==> config.mk <==
export PLATFORM = sky130hd
export DESIGN_NAME = fetch_unit
export DESIGN_NICKNAME = d
export VERILOG_FILES = /design/src/rtl/arm_pkg.sv /design/src/rtl/fetch_queue.sv /design/src/rtl/fetch_unit.sv
export SDC_FILE = /design/constraint.sdc
export NUM_CORES = 1
export LEC_CHECK = 0
export CORE_UTILIZATION = 50
export DETAILED_ROUTE_END_ITERATION = 7
export PLACE_DENSITY_LB_ADDON = 0.15
export REMOVE_ABC_BUFFERS = 1
export SETUP_SLACK_MARGIN = 0.4
export SYNTH_ARGS = -nofsm -noshare
export SYNTH_HDL_FRONTEND = slang
export SYNTH_SLANG_ARGS = --single-unit
export TNS_END_PERCENT = 100
==> constraint.sdc <==
create_clock -name clk -period 2.55 [get_ports clk]
set_input_delay 0.6375 -clock clk [delete_from_list [all_inputs] [get_ports clk]]
set_output_delay 0.6375 -clock clk [all_outputs]
set_load 0.005 [all_outputs]
==> src/rtl/arm_pkg.sv <==
// Shared ARM pipeline types: word widths, PC step and the fetch-queue entry.
// Latency: n/a (types, constants and one pure function only).
// Backpressure: n/a.
// Contents: INSTR_W, ADDR_W, PC_INCR, ALIGN_MASK, PERF_W, fetch_entry_t, sat_add().
package arm_pkg;

  localparam int INSTR_W = 32;
  localparam int ADDR_W  = 32;
  localparam int PERF_W  = 32;

  localparam logic [ADDR_W-1:0] PC_INCR    = 32'd4;
  // Low address bits that must be zero for a word-aligned fetch.
  localparam logic [ADDR_W-1:0] ALIGN_MASK = 32'h0000_0003;

  typedef struct packed {
    logic [INSTR_W-1:0] instruction;
    logic [ADDR_W-1:0]  pc;           // fetch address + 4
  } fetch_entry_t;

  // Saturating add used by the optional performance counters.
  function automatic logic [PERF_W-1:0] sat_add(input logic [PERF_W-1:0] a,
                                                input logic [PERF_W-1:0] b);
    logic [PERF_W:0] s;
    s = {1'b0, a} + {1'b0, b};
    return s[PERF_W] ? {PERF_W{1'b1}} : s[PERF_W-1:0];
  endfunction

endpackage

==> src/rtl/fetch_queue.sv <==
// Synchronous FIFO of fetch_entry_t between the IF and ID stages.
// Latency: an entry pushed at edge N is at the head after that edge (1 cycle); no bypass.
// Backpressure: caller must only push when not full or when popping in the same cycle.
// Ports: clk, rst (async active-low), push, pop, flush (clears all entries, wins over
//   push/pop), wr_entry, full, empty, head (registered storage, no input-to-output path);
//   count is present only when FETCH_PERF_CNT_EN is defined.
module fetch_queue
  import arm_pkg::*;
#(
  parameter int DEPTH = 2
) (
  input  logic                         clk,
  input  logic                         rst,
  input  logic                         push,
  input  logic                         pop,
  input  logic                         flush,
  input  fetch_entry_t                 wr_entry,
  output logic                         full,
  output logic                         empty,
`ifdef FETCH_PERF_CNT_EN
  output logic [$clog2(DEPTH+1)-1:0]   count,
`endif
  output fetch_entry_t                 head
);

  localparam int PTR_W = $clog2(DEPTH);
  localparam int CNT_W = $clog2(DEPTH + 1);

  fetch_entry_t     mem [DEPTH];
  logic [PTR_W-1:0] rd_ptr;
  logic [PTR_W-1:0] wr_ptr;
  logic [CNT_W-1:0] cnt_q;

  // Storage is reset so the head reads as all-zero straight out of reset.
  always_ff @(posedge clk or negedge rst) begin
    if (!rst) begin
      rd_ptr <= '0;
      wr_ptr <= '0;
      cnt_q  <= '0;
      for (int i = 0; i < DEPTH; i++) begin
        mem[i] <= '0;
      end
    end else if (flush) begin
      rd_ptr <= '0;
      wr_ptr <= '0;
      cnt_q  <= '0;
    end else begin
      // DEPTH is a power of two, so pointer overflow is the modulo wrap.
      if (push) begin
        mem[wr_ptr] <= wr_entry;
        wr_ptr      <= wr_ptr + 1'b1;
      end
      if (pop) begin
        rd_ptr <= rd_ptr + 1'b1;
      end
      case ({push, pop})
        2'b10:   cnt_q <= cnt_q + 1'b1;
        2'b01:   cnt_q <= cnt_q - 1'b1;
        default: cnt_q <= cnt_q;
      endcase
    end
  end

  assign full  = (cnt_q == CNT_W'(DEPTH));
  assign empty = (cnt_q == '0);
  assign head  = mem[rd_ptr];

`ifdef FETCH_PERF_CNT_EN
  assign count = cnt_q;
`endif

endmodule

==> src/rtl/fetch_unit.sv <==
// IF stage: owns the PC, drives instruction memory and buffers fetched words for ID.
// Latency: word fetched in cycle N appears at the head in cycle N+1; outputs are registered.
// Backpressure: fetch continues while the queue has room; full & ~out_ready freezes PC and queue.
// Ports: clk, rst (async active-low), branch_taken/branch_addr (redirect + flush),
//   imem_address/imem_instruction (combinational memory), out_valid/out_ready/
//   out_instruction/out_pc (head of queue to ID).
// Optional macro FETCH_PERF_CNT_EN adds perf_fetched, perf_stall, perf_flushed (saturating).
module fetch_unit
  import arm_pkg::*;
#(
  parameter logic [ADDR_W-1:0] RESET_PC    = 32'h0,
  parameter int                QUEUE_DEPTH = 2
) (
  input  logic               clk,
  input  logic               rst,
  input  logic               branch_taken,
  input  logic [ADDR_W-1:0]  branch_addr,
  output logic [ADDR_W-1:0]  imem_address,
  input  logic [INSTR_W-1:0] imem_instruction,
  output logic               out_valid,
  input  logic               out_ready,
  output logic [INSTR_W-1:0] out_instruction,
  output logic [ADDR_W-1:0]  out_pc
`ifdef FETCH_PERF_CNT_EN
  ,
  output logic [PERF_W-1:0]  perf_fetched,
  output logic [PERF_W-1:0]  perf_stall,
  output logic [PERF_W-1:0]  perf_flushed
`endif
);

  if (QUEUE_DEPTH < 2 || (QUEUE_DEPTH & (QUEUE_DEPTH - 1)) != 0) begin : g_bad_depth
    $error("fetch_unit: QUEUE_DEPTH must be a power of two >= 2");
  end

  logic [ADDR_W-1:0] pc_q;
  logic [ADDR_W-1:0] pc_d;
  logic [ADDR_W-1:0] pc_incr;
  logic              deq;
  logic              enq;
  logic              q_full;
  logic              q_empty;
  fetch_entry_t      q_head;
  fetch_entry_t      q_wr;

`ifdef FETCH_PERF_CNT_EN
  logic [$clog2(QUEUE_DEPTH+1)-1:0] q_count;
`endif

  // Wraps naturally at 2^32: 32'hFFFFFFFC + 4 = 0.
  assign pc_incr = pc_q + PC_INCR;

  // A branch kills the head even if ID is ready, and blocks this cycle's fetch.
  // Enqueue into a full queue is allowed when the head leaves in the same cycle.
  assign deq = out_valid & out_ready & ~branch_taken;
  assign enq = ~branch_taken & (~q_full | deq);

  assign q_wr.instruction = imem_instruction;
  assign q_wr.pc          = pc_incr;

  always_comb begin
    pc_d = pc_q;
    if (branch_taken) begin
      pc_d = branch_addr & ~ALIGN_MASK;
    end else if (enq) begin
      pc_d = pc_incr;
    end
  end

  always_ff @(posedge clk or negedge rst) begin
    if (!rst) begin
      pc_q <= RESET_PC;
    end else begin
      pc_q <= pc_d;
    end
  end

  fetch_queue #(
    .DEPTH (QUEUE_DEPTH)
  ) u_queue (
    .clk      (clk),
    .rst      (rst),
    .push     (enq),
    .pop      (deq),
    .flush    (branch_taken),
    .wr_entry (q_wr),
    .full     (q_full),
    .empty    (q_empty),
`ifdef FETCH_PERF_CNT_EN
    .count    (q_count),
`endif
    .head     (q_head)
  );

  assign imem_address    = pc_q;
  assign out_valid       = ~q_empty;
  assign out_instruction = q_head.instruction;
  assign out_pc          = q_head.pc;

`ifdef FETCH_PERF_CNT_EN
  always_ff @(posedge clk or negedge rst) begin
    if (!rst) begin
      perf_fetched <= '0;
      perf_stall   <= '0;
      perf_flushed <= '0;
    end else begin
      if (enq) begin
        perf_fetched <= sat_add(perf_fetched, PERF_W'(1));
      end
      if (out_valid && !out_ready) begin
        perf_stall <= sat_add(perf_stall, PERF_W'(1));
      end
      // Every entry present when the branch lands is discarded.
      if (branch_taken) begin
        perf_flushed <= sat_add(perf_flushed, PERF_W'(q_count));
      end
    end
  end
`endif

endmodule

# Word level (Yosys, flattened, before mapping)
# Cells that the tools add are included.
# W data, S select, Z words.
[word_totals]
out_inout_bits = 97
input_bits = 68
elab_cells = 48
ff_bits = 164
[classes]
n_bitwise = 9
magnitude_cmp = 3
muxes = 14
eq_ne = 3
reduce_logical = 6
add_sub_neg = 5
[ops]
columns = ["op", "count"]
rows = [
  ["$mux W64", 4],
  ["$bwmux W128", 1],
  ["$demux W64 S1", 1],
  ["$mux W32", 2],
  ["$add A32 B3 Y32 const B", 1],
  ["$eq A2 B2 Y1 const B", 2],
  ["$ge A2 B2 Y1 const B", 2],
  ["$mux W1", 4],
  ["$not A1 Y2", 2],
  ["$pmux W2 S2", 1],
  ["$reduce_bool A2 Y1", 2],
  ["$and A1 B1 Y1", 3],
  ["$not A1 Y1", 3],
  ["$reduce_bool A3 Y1", 1],
  ["$add A1 B1 Y1 const B", 2],
  ["$add A2 B1 Y2 const B", 1],
  ["$eq A2 B1 Y1 const B", 1],
  ["$logic_not A2 Y1", 1],
  ["$lt A2 B1 Y1 const B", 1],
  ["$mux W2", 1],
  ["$reduce_and A2 Y1", 1],
  ["$sub A2 B1 Y2 const B", 1],
  ["$logic_and A1 B1 Y1", 1],
  ["$or A1 B1 Y1", 1],
]

# Logic depth before layout (Yosys ltp)
[logic_depth]
word_depth = 9
ltp_mapped = 9

# By module
# A second synthesis with hierarchy kept.
[hier_totals]
hier_cells = 633
area_unflattened_um2 = 8294.2
[by_module_without_submodules]
columns = ["module", "seq_area_each_um2", "cells_each", "instances", "area_each_um2"]
rows = [
  ["fetch_queue", 3303.2, 361, 1, 6043.3],
  ["fetch_unit", 750.7, 272, 1, 2250.9],
]

# Worst setup path after synthesis
# No wires, ideal clock.
[synth_timing]
path_kind = "reg-to-reg"
from = "register pc_q[2] (netlist: imem_address[2])"
to = "register pc_q[30] (netlist: imem_address[30])"
path_slack_ns = 0.410
stages_incl_launch_ff = 6
n_path_buf = 0
arrival_ns = 2.058
period_less_slack_ns = 2.140
required_time_ns = 2.468
path_cell_list = "dfrtp_1 -> ha_1 -> nand4_1 -> a2111oi_0 -> or4b_2 -> a31oi_1"
[synth_between]
elab_chain_len = 3
[synth_rtl]
columns = ["element", "line_no", "source"]
rows = [
  ["start, declared", "fetch_unit.sv:36", "logic [ADDR_W-1:0] pc_q;"],
  ["start signal, assigned", "fetch_unit.sv:74", "pc_q <= pc_d;"],
  ["$add A32 B3 Y32", "fetch_unit.sv:51", "assign pc_incr = pc_q + PC_INCR;"],
  ["$mux W32", "fetch_unit.sv:65", "end else if (enq) begin"],
  ["$mux W32", "fetch_unit.sv:63", "if (branch_taken) begin"],
]
# Every way passes these cells. The select of a mux whose other input is x is not followed.
# A chain may end at the register's enable or synchronous reset.

# Worst setup path after layout
[layout_timing]
from = "register u_queue.rd_ptr"
to = "output out_instruction[1]"
[layout_between]
elab_chain_len = 4
[layout_rtl]
columns = ["element", "line_no", "source"]
rows = [
  ["start, declared", "fetch_queue.sv:30", "logic [PTR_W-1:0] rd_ptr;"],
  ["start signal, assigned", "fetch_queue.sv:54", "rd_ptr <= rd_ptr + 1'b1;"],
  ["$not A1 Y2 (not written as such)", "fetch_queue.sv:66", "assign head = mem[rd_ptr];"],
  ["$mux W64 (not written as such) (3 in series)", "fetch_queue.sv:66", ""],
  ["end, declared", "fetch_unit.sv:22", "output logic [INSTR_W-1:0] out_instruction,"],
]
# Every way passes these cells. The select of a mux whose other input is x is not followed.

==> flow_metrics.tcl <==
set metrics [dict create \
    area_delta_synth_final_pct 38.0 \
    gp_congestion 0.815 \
    wl_met3_um 1130 \
    grt_pass1_wl_um 34000 \
    crit_arrival_ps 1780 \
    synth_cell_type_count 41 \
    cts-buffers-inserted 17 \
    ant_nets 0 \
    drv_slew 0 \
    floorplan.initialDensity_pct 51.4 \
    dr_total_vias 6976 \
    core-area_um2 15200 \
    antenna_found_initial 0 \
    root_buffer "clkbuf_16" \
    grt_use_total_pct 27.2 \
    cts_tree "built" \
    powerDensity_nw_per_um2 1090 \
    path_class "register to primary output" \
    synthFlopType "dfrtp_1" \
    htree_levels 4 \
    drive_gt1_share_pct 24.4 \
    fp.dieH_um 127 \
    drt-pass1-iter-count 6 \
    final-setup-viol-count 0 \
    die_w_um 127 \
    drt_iter0_markers 465 \
    insertedDiodeCount 0 \
    io_buffer_count 158 \
    layout_commonest_cell "nand2_1" \
    cp-start-kind "register" \
    dieArea_um2 16100 \
    yosys_warnings 0 \
    vias_per_cell 5.63 \
    status "completed" \
    vdd_drop_max_uv 514 \
    fin_util_pct 70.9 \
    synth_area_um2 7810 \
    maxSlewHeadroom_pct 63.6 \
    place_hpwl_um 12900 \
    async_flop_share_pct 100 \
    clock_skew_ps 7.32 \
    met2_length_um 10400 \
    overflow 0 \
    seq_area_um2 3970 \
    multi_input_area_um2 3700 \
    worst_pin_slew_ps 533 \
    finalCritPeriodShare_pct 94.8 \
    final_cell_mix "246 x nand2_1, 145 x dfrtp_1, 93 x clkdlybuf4s50_1, 58 x nor2_1, 53 x o21ai_0" \
    finalCriticalPeriod_ps 2420 \
    hold_viol 0 \
    synth_area_per_cell_um2 9.14 \
    path_clk_slew_ps 60 \
    final_nets 1108 \
    post_drt_wl_per_cell_um 17.5 \
    grt_start_max_net_pins 60 \
    syn_inst 855 \
    p_leak_nw 4.72 \
    worst_ep_required_time_ps 1910 \
    top_layer "met4" \
    clk_path_buf_depth 2 \
    fill_cells 1152 \
    end_kind "primary output" \
    synth-edff-count 0 \
    num_rows 45 \
    drc_errors 0 \
    whs_ps 169 \
    maxCapViolations 0 \
    clock.fmax_mhz 414 \
    postRouteWirelength_um 21600 \
    yosys_register_bits 158 \
    rsz0062_at_grt "true" \
    ios 165 \
    clkLatencyLatePin_ps 420 \
    min_path_type "input pin to async pin" \
    cts_sinks 158 \
    met1Wirelength_um 9580 \
    crit_fanout 9 \
    seq_area_frac_synth_pct 50.6 \
    grt_pass1_vias 6576 \
]
## worst max-delay path, stage by stage, from the launching register on
cell and delay (ps):
dfrtp_2 430, buf_12 140, buf_12 120, bufbuf_16 270, mux2_2 280, buf_6 120
## report_power, final
group	leakage (nW)	internal [mW]	switching [mW]	total, mW
Sequential	1.86	3.53	0.580	4.11
Clock	0.263	1.44	1.01	2.45
Combinational	2.60	2.85	2.33	5.18
Total	4.72	7.83	3.92	11.7
## cells by family after synthesis
logic type / count (synthesis) / share of synthesized area (%)
simple gates: 388 / 21.8
flops: 158 / 50.6
compound gates: 143 / 11.2
buf+inv: 75 / 4.16
mux: 63 / 9.06
xor+xnor: 24 / 2.69
fa+ha+maj: 3 / 0.480
other cells: 1 / 0.0480
## sequential cells by signal (all words and copies together) (netlist names)
name / count
u_queue.rd_ptr: 1
u_queue.mem: 124
u_queue.cnt_q: 2
u_queue.wr_ptr: 1
imem_address: 30
## per-stage QoR
| stage | power (mW) | setup slack, ps | instances | area [um2] | setup TNS [ps] |
|---|---|---|---|---|---|
| after floorplan | 6.36 | -2380 | 790 | 7530 | -255140 |
| after global placement | 8.73 | -185 | 1176 | 9770 | -363 |
| after detailed placement | 8.82 | -171 | 1176 | 9770 | -327 |
| after CTS | 11.6 | 140 | 1229 | 10600 | 0 |
| after global routing | 12.5 | 96.9 | 1238 | 10800 | 0 |
| final | 11.7 | 134 | 1238 | 10800 | 0 |
## metal layers
metal / up-vias / GRT usage (%)
li1: 3317 / -
met1: 3348 / 36.8
met2: 270 / 44.4
met3: 41 / 3.60
met4: 0 / 10.9
met5: - / 0
## area by class of cell
cell class,count,share of cell area (%)
tap,188,2.18
sequential,158,36.8
inverter,7,0.278
multi-input combinational,625,34.3
clock inverter,9,0.789
timing repair buffer,228,21.1
clock buffer,23,4.52
## cell usage after synthesis (3+ instances only)
cell type | n | area share, %
nand2_1 | 247 | 12
dfrtp_1 | 158 | 51
mux2_2 | 62 | 8.9
nor2_1 | 58 | 2.8
o21ai_0 | 53 | 3.4
a31oi_1 | 51 | 4.1
clkbuf_1 | 43 | 2.1
or4_1 | 20 | 1.9
o31ai_1 | 18 | 1.7
xnor2_1 | 18 | 2.0
or3_1 | 16 | 1.3
nand3_1 | 13 | 0.83
buf_2 | 10 | 0.64
nand4_1 | 10 | 0.80
buf_1 | 8 | 0.38
inv_1 | 6 | 0.29
xor2_1 | 6 | 0.67
a21oi_1 | 5 | 0.32
and3_1 | 5 | 0.40
o211ai_1 | 5 | 0.48
a211oi_1 | 4 | 0.38
buf_4 | 4 | 0.38
nor3_1 | 4 | 0.26
a2111oi_0 | 3 | 0.34
and4_1 | 3 | 0.34
ha_1 | 3 | 0.48
o41ai_1 | 3 | 0.34
or4b_2 | 3 | 0.38
## repair_timing
item,in CTS,in global routing
pin swaps,3,9
gates resized for setup,287,34
setup buffers,14,9
setup endpoints to repair,103,151
cloned,7,0
hold buffers,0,0
## final timing paths
path	start	endpoint	slack [ps]	depth (start not counted)
worst max-delay path	u_queue.rd_ptr	out_instruction[1]	130	5
worst min-delay path	rst	u_queue.mem[51]	170	1
worst max register to register	imem_address[3]	imem_address[16]	420	7
worst min register to register	u_queue.mem[43]	u_queue.mem[43]	470	2
max in group asynchronous	rst	u_queue.mem[117]	1630	2
min in group clk	u_queue.mem[43]	u_queue.mem[43]	470	2
No activity file was read; power rests on OpenSTA's default activity.
==> patch 1, RTL diff (same flow settings) <==
Add a define of `FETCH_PERF_CNT_EN`.
--- a/src/rtl/fetch_queue.sv
+++ b/src/rtl/fetch_queue.sv
@@ -6,2 +6,4 @@
 //   count is present only when FETCH_PERF_CNT_EN is defined.
+`define FETCH_PERF_CNT_EN
+
 module fetch_queue
Behaviour (old outputs only; new: perf_fetched, perf_flushed and perf_stall): same outputs for any inputs over 4 cycles, from zero or initial values and one cycle with rst low; that may be too few to reach the edited logic, so the function may still have changed.
==> patch 1 against the original RTL <==
Worst setup slack worse by 0.095 ns. Register-to-register slack worse by 0.35 ns. Largest cell class is now multi-input gates. Total power is 55% higher. Global-route usage is 0.56 points higher. Routed wire length is 84% higher. Design area is 78% higher. Area after synthesis is 61% higher. Clock power is 64% higher. Critical path type unchanged. Sequential cell count is 96 higher.
==> patch 1: results (changes against the original RTL) <==
| Metric | Value |
|---|---|
| Status | finished clean |
| GRT met3 Usage | 5.19% (+1.6 points) |
| Layout cell share with drive strength beyond 1 | 31.0% (+6.7 points) |
| Clock Latency Late Sink | 0.55 ns (+0.13 ns) |
| Dpl ws | -0.0958 ns (+0.0749 ns) |
| Clock-cell share of area | 4.73% (-0.59 points) |
| Crit path to | out_instruction[8] |
| Met3 wire length | 2.61 mm (+130%) |
| Fin cells | 2035 (+64%) |
| RR Startpoint | u_queue.count[0] |
| Multi-input gates | 947 (+52%) |
| Synth top area cells | dfrtp_1 50%, mux2_2 8.7%, nand2_1 7.5% |
| Final HPWL DP | 22.4 mm (+73%) |
| GRT Overall Usage | 27.7% (+0.56 points) |
| Antenna cells | 0 (unchanged) |
| Slew margin rel. | 55.4% (-8.2 points) |
| Placed cells | 1859 (+58%) |
| Net Sw Frac | 32.2% (-1.2 points) |
| Arrival time worst endpoint | 1.87 ns (+0.09 ns) |
| P_leak | 8.61 nW (+82%) |
| Synth cell count leaders | 254 x dfrtp_1, 252 x nand2_1, 98 x mux2_2 |
| Drt first-iter violations | 681 (+46%) |
| Total CTS buffers | 28 (+11) |
| CP Max Fanout | 6 (-3) |
| Non-clock buffer share of cell area | 24.9% (+3.7 points) |
| First-pass DRT Iterations | 5 (-1) |
| Met2 Wirelength | 20.2 mm (+94%) |
| Vias per inst | 5.59 (-0.72%) |
| Peak supply drop | 0.608 mV (+18%) |
| R2R depth | 8 (+1) |
| Vias in the first global route | 10900 (+66%) |
| WL met1 | 16.0 mm (+67%) |
| Clock sink total | 254 (+61%) |
| RePlAce Congestion | 0.815 (about the same) |
| Inverters, non-clock | 18 (+11) |
| Final nets | 1765 (+59%) |
| Multiplexer area fraction after synthesis | 9.30% (+0.24 points) |
| # fillers | 1599 (+39%) |
| Clock skew after layout | 0.0221 ns (+0.0148 ns) |
| FF/Latch Area | 6400 µm² (+61%) |
| Antenna violations before repair | 2 (+2) |
| Post-synthesis xor/xnor area fraction | 7.70% (+5.0 points) |
| Synth Area in Adders | 0.853% (+0.37 points) |
| End of the worst register-to-register path | perf_flushed[11] |
| Max clock buf depth | 3 (+1) |
| Max layer used | met5 |
| First-pass GRT wire length | 57.5 mm (+69%) |
| Pin count of the biggest net entering global routing | 59 (-1.7%) |
| Non-clock buffer count | 440 (+93%) |
| H-Tree Depth | 1 (-3) |
| Cells after Synth | 1284 (+50%) |
| Post-synthesis compound-gate area fraction | 7.35% (-3.8 points) |
| Clock buffers | 44 (+91%) |
| I/O Buffers | 254 (+61%) |
| Routed len/inst | 19.6 µm (+12%) |
| Area occupied by multi-input gates | 6640 µm² (+80%) |
| Met2 GRT Util | 47.6% (+3.2 points) |
| R2R setup slack | 0.07 ns (-0.35 ns) |
| Met1 Track Usage GR | 35.7% (-1.1 points) |
patch 1: cell types whose count changed in the layout (fill, tap and decap cells not counted), moves of 30 or more:
cell,unedited run,this run
clkdlybuf4s50_1,93,176
dfrtp_1,145,218
buf_4,44,96
xor2_1,6,55
a21oi_1,5,50
buf_6,27,72
a31oi_1,51,8
nand4_1,10,49
xnor2_1,18,52
mux2_4,14,44
patch 1: power groups by stage:
stage          Sequential, mW  Clock, mW  Combinational [mW]
2_1_floorplan            5.97          0                2.75
3_3_place_gp             6.01          0                5.71
3_5_place_dp             6.09          0                5.83
4_1_cts                  5.99       4.05                6.61
5_1_grt                  6.22       4.22                8.57
6_report                 6.10       4.01                8.06
patch 1: stage by stage:
stage	power (mW)	area (µm²)	setup TNS, ns	hold WS (ns)	utilization (%)
6_report	18.2	19200	0	0.0312	78.2
5_1_grt	19.0	19200	-0.000348	0.0548	78.2
4_1_cts	16.6	17900	0	0.0497	73.1
3_5_place_dp	11.9	15900	-3.54	0.457	64.8
3_3_place_gp	11.7	15900	-1.54	0.453	64.8
2_1_floorplan	8.72	12300	-148.84	0.342	-
patch 1: critical path, cell delays in order, from the launching register on:
cell     delay (ns)
dfrtp_2        0.48
buf_6          0.14
buf_6          0.12
buf_16         0.15
mux2_4         0.31
buf_6          0.12
patch 1: cell families (layout without fill, tap and decap cells):
group                      Yosys count  after routing
AOI/OAI and AO/OA                  159            159
DFF                                254            254
other                                1              4
buffers and inverters               86            510
and+or+nand+nor                    560            560
adders and majority gates            8              8
muxes                              105            105
xor gates and xnor gates           111            111
patch 1: what timing repair did:
action,in CTS,in global routing
hold buffers,0,0
setup endpoints to repair,304,345
resized for setup,365,210
gates cloned,12,16
pin swaps,23,49
buffers inserted,70,26
==> patch 2, RTL diff (same settings) <==
Without the edit above. Set the package constant `INSTR_W` to 36 (it was 32).
--- a/src/rtl/arm_pkg.sv
+++ b/src/rtl/arm_pkg.sv
@@ -6,3 +6,3 @@
 
-  localparam int INSTR_W = 32;
+  localparam int INSTR_W = 36;
   localparam int ADDR_W  = 32;
Ports: changed (resized imem_instruction and out_instruction); port bits go from 165 to 173. The function was not compared with the original's and may differ.
==> patch 2 against the original RTL <==
Synthesized cell count shrank 18%. Area after synthesis rose by 1.7%. Sequential cell count up 8. Design area increased by 1.7%. Worst setup slack gained 0.069 ns. Total power rose by 6.5%. Routed wire length down 8.1%. Combinational power up 3%. Critical path type unchanged. Largest power group unchanged.
==> patch 2: results (changes against the original RTL) <==
| Metric | Value |
|---|---|
| Synth Area in Adders | 0.472% (-0.0082 points) |
| R2R setup slack | 0.43 ns |
| Worst slew pin tran | 0.730 ns (+0.197 ns) |
| Placed cells | 1065 (-9.4%) |
| Area occupied by multi-input gates | 3620 µm² (-2.1%) |
| Layout cell share with drive strength beyond 1 | 35.7% (+11 points) |
| Synth warnings | 0 (unchanged) |
| GRT Overall Usage | 24.5% (-2.7 points) |
| Clock skew after layout | 0.0106 ns (+0.00327 ns) |
| Pin count of the biggest net entering global routing | 80 (+33%) |
| Clock-pin transition on the worst setup and hold timing paths | 0.06 ns (about the same) |
| Final HPWL DP | 12.8 mm (-1.4%) |
| # fillers | 1096 (-4.9%) |
| WL met1 | 8.59 mm (-10%) |
| Drt first-iter violations | 335 (-28%) |
| Total wire length | 19.9 mm (-8.1%) |
| RR Startpoint | u_queue.cnt_q[0] |
| I/O Buffers | 166 (+5.1%) |
| Multiplexer area fraction after synthesis | 20.2% (+11 points) |
| Routed len/inst | 17.7 µm (+1.2%) |
| Vias post-DR | 6000 (-14%) |
| R2R depth | 8 (+1) |
| Max clock buf depth | 2 (unchanged) |
| Clock root cell | clkbuf_16 |
| End of the worst register-to-register path | u_queue.mem[129] |
| First-pass GRT wire length | 31.1 mm (-8.5%) |
| Antenna violations before repair | 0 (unchanged) |
| Syn Area/Cell | 11.3 µm² (+24%) |
| Synth top area cells | dfrtp_1 52%, mux2_2 20%, xor2_1 4.7% |
| CP Max Fanout | 7 (-2) |
| Post-synthesis xor/xnor area fraction | 6.61% (+3.9 points) |
| P_leak | 4.58 nW (-3.0%) |
| Peak supply drop | 0.563 mV (+9.6%) |
| Final nets | 975 (-12%) |
| DP Area | 9980 µm² (+2.2%) |
| First-pass DRT Iterations | 5 (-1) |
| Met3 wire length | 972 µm (-14%) |
| Post-synthesis compound-gate area fraction | 5.86% (-5.3 points) |
| Status | finished clean |
| Met2 Wirelength | 10.1 mm (-2.7%) |
| Part of the Yosys area used for sequential elements | 52.3% (+1.7 points) |
| Arrival time worst endpoint | 1.71 ns (-0.07 ns) |
| Max reg flops | 132 (+6.5%) |
| Dpl ws | -0.0252 ns (+0.146 ns) |
| Crit path to | out_pc[13] |
| Vias in the first global route | 6095 (-7.3%) |
| Unique masters post-synth | 34 (-17%) |
| RePlAce Congestion | 0.800 (-1.9%) |
| Synth cell count leaders | 166 x dfrtp_1, 139 x mux2_2, 68 x nor2_1 |
==> patch 2: cell types whose count changed in the layout (fill, tap and decap cells not counted), sizes merged, moves of 22 or more <==
cell   delta
a21oi    +52
a31oi    -51
mux2     +77
nand2   -199
o21ai    -22
xor2     +37
==> patch 2: what timing repair did <==
action,4_1_cts,5_1_grt
cloned,4,3
buffers inserted,14,6
setup endpoints to repair,77,126
gates resized for setup,317,26
endpoints found under the hold margin,0,0
pin swaps,0,3
==> patch 2: worst max-delay path: stages (launching register included) <==
cell and delay (ns):
dfrtp_4 0.55, buf_12 0.18, buf_12 0.14, mux2_4 0.31
buf_6 0.12
==> patch 2: how the worst min path moves through the flow <==
stage                               start               end  slack (ns)  cells after the start
after floorplan                       rst  imem_address[10]        0.34                      0
after global placement    u_queue.mem[41]   u_queue.mem[41]        0.48                      1
after detailed placement  u_queue.mem[39]   u_queue.mem[39]        0.49                      1
after CTS                             rst   u_queue.mem[36]        0.28                      1
after global routing                  rst   u_queue.mem[36]        0.29                      1
final                                 rst   u_queue.mem[36]        0.25                      1
==> patch 2: layout make-up <==
cell class | instances | share of cell area [%]
flip-flops and latches | 166 | 38.1
inverters | 8 | 0.274
clock inverters | 14 | 1.68
clock buffers | 18 | 3.91
well taps | 211 | 2.41
repair buffers | 225 | 20.7
multi-input cells | 482 | 33.0
==> patch 2: per-layer routing <==
metal  vias up  global-route usage (%)
li1       2816                       -
met1      2977                    30.9
met2       186                    42.7
met3        21                    4.42
met4         0                    7.68
met5         -                       0
==> patch 2: power breakdown <==
| part | total [mW] | switching (mW) | leakage [nW] | internal (mW) |
|---|---|---|---|---|
| Combinational | 5.36 | 2.06 | 2.36 | 3.30 |
| Clock | 2.65 | 1.02 | 0.303 | 1.63 |
| Sequential | 4.50 | 0.708 | 1.92 | 3.79 |
